### src/rtl/microp_pkg.sv
// Shared register-file constants and the write-back entry layout.
package microp_pkg;

  localparam int unsigned REG_DATA_W = 8;
  localparam int unsigned REG_ADDR_W = 2;

  typedef struct packed {
    logic [REG_ADDR_W-1:0] reg_idx;
    logic [REG_DATA_W-1:0] data;
  } wb_entry_t;

endpackage

### src/rtl/wb_fifo.sv
// Circular write-back queue; also exposes its occupied entries oldest-first
// so the top level can search for forwarding matches.
module wb_fifo
  import microp_pkg::*;
#(
  parameter  int unsigned DEPTH = 4,
  localparam int unsigned PTR_W = $clog2(DEPTH),
  localparam int unsigned CNT_W = PTR_W + 1
) (
  input  logic                  clk,
  input  logic                  reset_n,
  input  logic                  i_push,
  input  wb_entry_t             i_entry,
  input  logic                  i_pop,
  output logic                  o_full,
  output logic                  o_empty,
  output wb_entry_t             o_head,
  output logic [CNT_W-1:0]      o_count,
  output wb_entry_t [DEPTH-1:0] o_entries,
  output logic [DEPTH-1:0]      o_valid
);

  wb_entry_t        r_mem [DEPTH];
  logic [PTR_W-1:0] r_head;
  logic [PTR_W-1:0] r_tail;
  logic [CNT_W-1:0] r_count;
  logic             w_push;
  logic             w_pop;

  assign o_full  = (r_count == CNT_W'(DEPTH));
  assign o_empty = (r_count == '0);
  assign o_count = r_count;
  assign o_head  = r_mem[r_head];

  // A full queue refuses pushes even when it pops on the same edge.
  assign w_push = i_push && !o_full;
  assign w_pop  = i_pop && !o_empty;

  always_ff @(posedge clk or negedge reset_n) begin
    if (!reset_n) begin
      r_head  <= '0;
      r_tail  <= '0;
      r_count <= '0;
    end else begin
      if (w_push) r_tail <= r_tail + PTR_W'(1);
      if (w_pop)  r_head <= r_head + PTR_W'(1);
      case ({w_push, w_pop})
        2'b10:   r_count <= r_count + CNT_W'(1);
        2'b01:   r_count <= r_count - CNT_W'(1);
        default: r_count <= r_count;
      endcase
    end
  end

  // Storage needs no reset: occupancy alone decides which slots are live.
  always_ff @(posedge clk) begin
    if (w_push) r_mem[r_tail] <= i_entry;
  end

  always_comb begin
    o_entries = '0;
    o_valid   = '0;
    for (int unsigned k = 0; k < DEPTH; k++) begin
      o_entries[k] = r_mem[r_head + PTR_W'(k)];
      o_valid[k]   = (CNT_W'(k) < r_count);
    end
  end

endmodule

### src/rtl/regfile_writeback.sv
// Write-back buffer in front of the register file: queues writes, commits one
// per cycle and forwards not-yet-committed data to both read ports.
module regfile_writeback
  import microp_pkg::*;
#(
  parameter  int unsigned DATA_W = REG_DATA_W,
  parameter  int unsigned ADDR_W = REG_ADDR_W,
  parameter  int unsigned DEPTH  = 4,
  localparam int unsigned CNT_W  = $clog2(DEPTH) + 1
) (
  input  logic              clk,
  input  logic              reset_n,
  input  logic              wb_valid,
  output logic              wb_ready,
  input  logic [ADDR_W-1:0] wb_reg,
  input  logic [DATA_W-1:0] wb_data,
  input  logic              drain_en,
  output logic              RegWrite,
  output logic [ADDR_W-1:0] WriteR,
  output logic [DATA_W-1:0] WriteD,
  input  logic [ADDR_W-1:0] Read1,
  input  logic [ADDR_W-1:0] Read2,
  input  logic [DATA_W-1:0] ReadD1_rf,
  input  logic [DATA_W-1:0] ReadD2_rf,
  output logic [DATA_W-1:0] ReadD1,
  output logic [DATA_W-1:0] ReadD2,
  output logic [CNT_W-1:0]  pending_cnt
);

  wb_entry_t             w_in_entry;
  wb_entry_t             w_head;
  wb_entry_t [DEPTH-1:0] w_entries;
  logic [DEPTH-1:0]      w_valid;
  logic                  w_full;
  logic                  w_empty;
  logic                  w_pop;

  assign w_in_entry.reg_idx = wb_reg;
  assign w_in_entry.data    = wb_data;
  assign wb_ready           = !w_full;
  assign w_pop              = drain_en && !w_empty;

  wb_fifo #(.DEPTH(DEPTH)) u_fifo (
    .clk      (clk),
    .reset_n  (reset_n),
    .i_push   (wb_valid),
    .i_entry  (w_in_entry),
    .i_pop    (w_pop),
    .o_full   (w_full),
    .o_empty  (w_empty),
    .o_head   (w_head),
    .o_count  (pending_cnt),
    .o_entries(w_entries),
    .o_valid  (w_valid)
  );

  // Commit stage: the popped head drives the register-file write port next cycle.
  always_ff @(posedge clk or negedge reset_n) begin
    if (!reset_n) begin
      RegWrite <= 1'b0;
      WriteR   <= '0;
      WriteD   <= '0;
    end else if (w_pop) begin
      RegWrite <= 1'b1;
      WriteR   <= w_head.reg_idx;
      WriteD   <= w_head.data;
    end else begin
      RegWrite <= 1'b0;
    end
  end

  // Entries arrive oldest-first, so a later match overrides an earlier one.
  function automatic logic [DATA_W-1:0] fwd(
    input logic [ADDR_W-1:0] idx,
    input logic [DATA_W-1:0] rf_data
  );
    logic [DATA_W-1:0] res;
    res = rf_data;
    if (RegWrite && (WriteR == idx)) res = WriteD;
    for (int unsigned k = 0; k < DEPTH; k++) begin
      if (w_valid[k] && (w_entries[k].reg_idx == idx)) res = w_entries[k].data;
    end
    return res;
  endfunction

  assign ReadD1 = fwd(Read1, ReadD1_rf);
  assign ReadD2 = fwd(Read2, ReadD2_rf);

endmodule

### config.mk
export PLATFORM = sky130hd
export DESIGN_NAME = regfile_writeback
export DESIGN_NICKNAME = d
export VERILOG_FILES = /design/src/rtl/microp_pkg.sv /design/src/rtl/wb_fifo.sv /design/src/rtl/regfile_writeback.sv
export SDC_FILE = /design/constraint.sdc
export NUM_CORES = 1
export LEC_CHECK = 0
export BUFFER_PORTS_ARGS = -buffer_cell sky130_fd_sc_hd__buf_2
export CAP_MARGIN = 20
export CORE_ASPECT_RATIO = 1.75
export CORE_MARGIN = 3
export CORE_UTILIZATION = 44
export DETAILED_ROUTE_END_ITERATION = 8
export HOLD_SLACK_MARGIN = 0.02
export PLACE_DENSITY = 0.66
export SYNTH_ARGS = -nofsm -noshare
export SYNTH_HDL_FRONTEND = slang
export SYNTH_SLANG_ARGS = --single-unit
### constraint.sdc
create_clock -name clk -period 2.17 [get_ports clk]
set_clock_uncertainty 0.1 [all_clocks]
set_input_delay 0.1085 -clock clk [delete_from_list [all_inputs] [get_ports clk]]
set_output_delay 0.1085 -clock clk [all_outputs]
set_load 0.02 [all_outputs]
==> reports/results.txt <==
The tools report the part of the Yosys area used for sequential elements as 0.412. The share of the clock period used by the worst path after layout came out at 1.33. Global routing finished with a remaining overflow of 0. The critical path start-end classification is reg -> out. The level count of the clock H-tree was 3; the weighted congestion reported at the end of routability-driven placement was 0.934. The clock buffer count from CTS came out at 9. The tools report the first-pass iteration count of the detailed router as 6. The multiplexer fraction of the synthesized cell area is 0.207, and the slew at the pin closest to its max-slew limit is 0.537 ns.

The final reports fail on negative setup slack. The worst hold path belongs to the class in -> reg. From synthesis to final layout, the design area changed by 36.2%. The top cell type's share of synthesized area came out at 0.300.

The HPWL reported at the end of detailed placement is 7.68 mm. The starting utilization of the core area is 0.456, and the wire length per cell is 15.7 um. By area the synthesized netlist is led by sky130_fd_sc_hd__edfxtp_1, sky130_fd_sc_hd__mux2i_1, sky130_fd_sc_hd__dfrtp_1. The first routing iteration left 188 violations. The total inserted antenna cells is 0. After the last flow step, the layout net total stands at 556. Leaving out fill and tap cells, the most frequent cells in the layout are sky130_fd_sc_hd__nand2_1, sky130_fd_sc_hd__buf_2, sky130_fd_sc_hd__mux2i_1.

Counting every net in the synthesized netlist gives 446. The run gives 0 as the initial antenna violation count. The arrival time reported for the critical path endpoint is 2.68 ns, and the cell depth of the worst flop-to-flop path is 8.

Yosys mapped a number of flops with a built-in enable equal to 40. Once layout is complete, the cells apart from fillers number 635. The count of input and output buffers is 64. In this run the mean area of a mapped cell was 9.94 sq um.

The floorplan has 45 rows. The reg-to-reg setup timing slack came out at 0.16 ns. For this run, design rule violations remaining after detail routing come to 0.

Entering global routing, the biggest net connects 34 pins. Setup repair after global routing could not meet its margin everywhere. STA classifies the critical path endpoint as an output pin. The clock passes through at most 2 buffers. The tools report the worst slew margin relative to its limit as 0.642.

Max-slew violation count: 0. For the total instance count after detailed placement, the log shows 604. The proportion of layout cells with a drive suffix above 1 works out to 0.357. The via count of the routed design was 3340; the fill cell instance count of the final layout was 749. The logs give 65 for the number of I/O pins and 16 for the total setup violations reported at the end of the flow. The arithmetic-cell share of the synthesized area counting full adders, half adders and majority gates came out at 0.0281.

The simple-gate portion of the synthesized area came out at 0.116. The worst register-to-register path begins at u_fifo.r_head[1]. The tools report the cell area after synthesis as 0.00401 sq mm.

The required time at the endpoint of the critical path is 1.96 ns, and the latest clock arrival within the worst-skew pair is 0.33 ns. For this run, the number of Yosys warnings is 0. In this run, synthesis produced a sequential element count of 58. Async set or reset register ratio after synthesis: 0.310.

The tools report the setup slack of the critical path after layout as -0.718 ns. Wires add up to 9.98 mm. Clock-pin slew was measured on the worst setup and hold paths at 0.05 ns.

The worst hold path terminates at u_fifo.r_tail[0]. The tools report the highest clock frequency the design can meet as 0.346 GHz. The post-synthesis xor/xnor area fraction was 0.0568.

The commonest non-fill, non-tap cell in the layout was sky130_fd_sc_hd__nand2_1. The width of the die works out to 78.1 um. sky130_fd_sc_hd__edfxtp_1 takes more of the synthesized area than any other cell. The worst setup path is launched from a flip-flop. The top flip-flop cell by instance count after synthesis was sky130_fd_sc_hd__edfxtp_1. The die covers 0.0103 sq mm.

The worst register-to-register path ends at WriteD[2]. Startpoint of the tightest hold check path: wb_valid. The tree built by TritonCTS fans out to 58 sinks.

The worst hold path depth came out at 3. The core region is 0.00878 sq mm. The compound-cell area share of the yosys netlist was 0.137.

The number of distinct library cells after synthesis is 34. For the number of global-route vias before repair, the log shows 3349. The all-layer global routing usage is 0.203, and the number of nets with antenna violations after detailed routing is 0. The tools report the number of cells produced by synthesis as 403.

The tree is rooted in a sky130_fd_sc_hd__clkbuf_16. After synthesis, the largest family of logic cells by area is multiplexers. TritonCTS built the clock tree. The logs give 0 for the number of max-cap violations and 16.4 mm for the global-route wire length before repair. The highest fanout seen on the critical path was 12.

The run finished, with violations left. Die extent in y: 132 um. Subtracting the final worst setup slack from the clock period gives 2.89 ns.

The tools report the final hold violation count as 0. Number of vias per cell after detailed routing: 5.26.
==> logic make-up after synthesis <==
logic type / after synthesis
flops: 58
buf+inv: 36
fa+ha+maj: 9
mux: 71
compound gates: 90
xor+xnor: 26
simple gates: 113
==> metrics by stage <==
step / worst slack (ns) / util / hold WS [ns] / cell area (sq um) / setup TNS (ns)
final: -0.718 / 0.621 / 0.103 / 5460 / -10.22
after global placement: -0.441 / 0.563 / 0.00479 / 4950 / -5.68
after global routing: -0.820 / 0.621 / 0.134 / 5460 / -11.97
after CTS: -0.772 / 0.620 / 0.0872 / 5440 / -11.31
after detailed placement: -0.511 / 0.563 / 0.0125 / 4950 / -6.63
after floorplan: -0.291 / - / -0.287 / 4210 / -3.24
==> synthesized netlist by cell type (4+ instances only) <==
| cell | instances |
|---|---|
| sky130_fd_sc_hd__nand3_1 | 8 |
| sky130_fd_sc_hd__o21ai_0 | 34 |
| sky130_fd_sc_hd__nor2_1 | 19 |
| sky130_fd_sc_hd__buf_6 | 4 |
| sky130_fd_sc_hd__nand2_1 | 74 |
| sky130_fd_sc_hd__o21a_1 | 14 |
| sky130_fd_sc_hd__a21oi_1 | 16 |
| sky130_fd_sc_hd__mux2i_1 | 52 |
| sky130_fd_sc_hd__clkbuf_1 | 16 |
| sky130_fd_sc_hd__and3_1 | 7 |
| sky130_fd_sc_hd__mux4_1 | 4 |
| sky130_fd_sc_hd__xor2_1 | 8 |
| sky130_fd_sc_hd__a211oi_1 | 4 |
| sky130_fd_sc_hd__buf_2 | 4 |
| sky130_fd_sc_hd__inv_1 | 7 |
| sky130_fd_sc_hd__o22ai_1 | 15 |
| sky130_fd_sc_hd__ha_1 | 9 |
| sky130_fd_sc_hd__mux2_2 | 12 |
| sky130_fd_sc_hd__dfrtp_1 | 18 |
| sky130_fd_sc_hd__xnor2_1 | 18 |
| sky130_fd_sc_hd__edfxtp_1 | 40 |
==> flip-flops by register name (all words and copies together) (netlist names) <==
| name | count |
|---|---|
| u_fifo.o_count | 3 |
| u_fifo.r_head | 2 |
| WriteR | 2 |
| WriteD | 8 |
| RegWrite | 1 |
| u_fifo.r_tail | 2 |
| u_fifo.r_mem | 40 |
==> worst max-delay path, cell delays in order, from the launching register on <==
cell                       delay [ns]
sky130_fd_sc_hd__edfxtp_1        0.42
sky130_fd_sc_hd__mux4_2          0.54
sky130_fd_sc_hd__xor2_1          0.16
sky130_fd_sc_hd__or3_1           0.36
sky130_fd_sc_hd__buf_6           0.16
sky130_fd_sc_hd__o21a_1          0.18
sky130_fd_sc_hd__a211oi_2        0.23
sky130_fd_sc_hd__o22ai_2         0.12
sky130_fd_sc_hd__buf_2           0.17
==> final cells by class <==
class / instances / area (sq um) / area share
Inverter: 8 / 31.3 / 0.00573
Multi-Input combinational cell: 309 / 2400 / 0.440
Clock buffer: 9 / 225 / 0.0413
Tap cell: 117 / 146 / 0.0268
Sequential cell: 58 / 1660 / 0.304
Clock inverter: 7 / 36.3 / 0.00665
Timing Repair Buffer: 127 / 962 / 0.176
==> layer usage <==
layer,part of all wire,track usage,wire [um],vias to the layer above
met5,0,0,0,-
met4,0.025,0.107,249,0
met3,0.034,0.0321,338,17
met2,0.52,0.354,5180,84
met1,0.42,0.235,4210,1568
li1,-,-,-,1671
==> worst max path at each step <==
stage	from	to	slack [ns]	cells past startpoint
final	u_fifo.r_mem[3][8]	ReadD2[6]	-0.72	8
after global routing	u_fifo.r_head[0]	ReadD2[4]	-0.82	8
after CTS	u_fifo.r_head[0]	ReadD2[6]	-0.77	8
after detailed placement	u_fifo.r_head[0]	ReadD2[2]	-0.51	9
after global placement	u_fifo.r_head[0]	ReadD2[2]	-0.44	9
after floorplan	u_fifo.r_head[0]	ReadD2[6]	-0.29	9
==> repair_timing <==
item,4_1_cts,5_1_grt
hold buffers,11,0
pin swaps,4,5
gates resized for setup,28,10
hold endpoints to repair,58,0
gates cloned,0,0
endpoints found under the setup margin,16,17
setup buffers,4,0
Power is left out: the tool's default activity adds up to more than one toggle a clock period on the data nets, which glitch-free logic cannot reach.
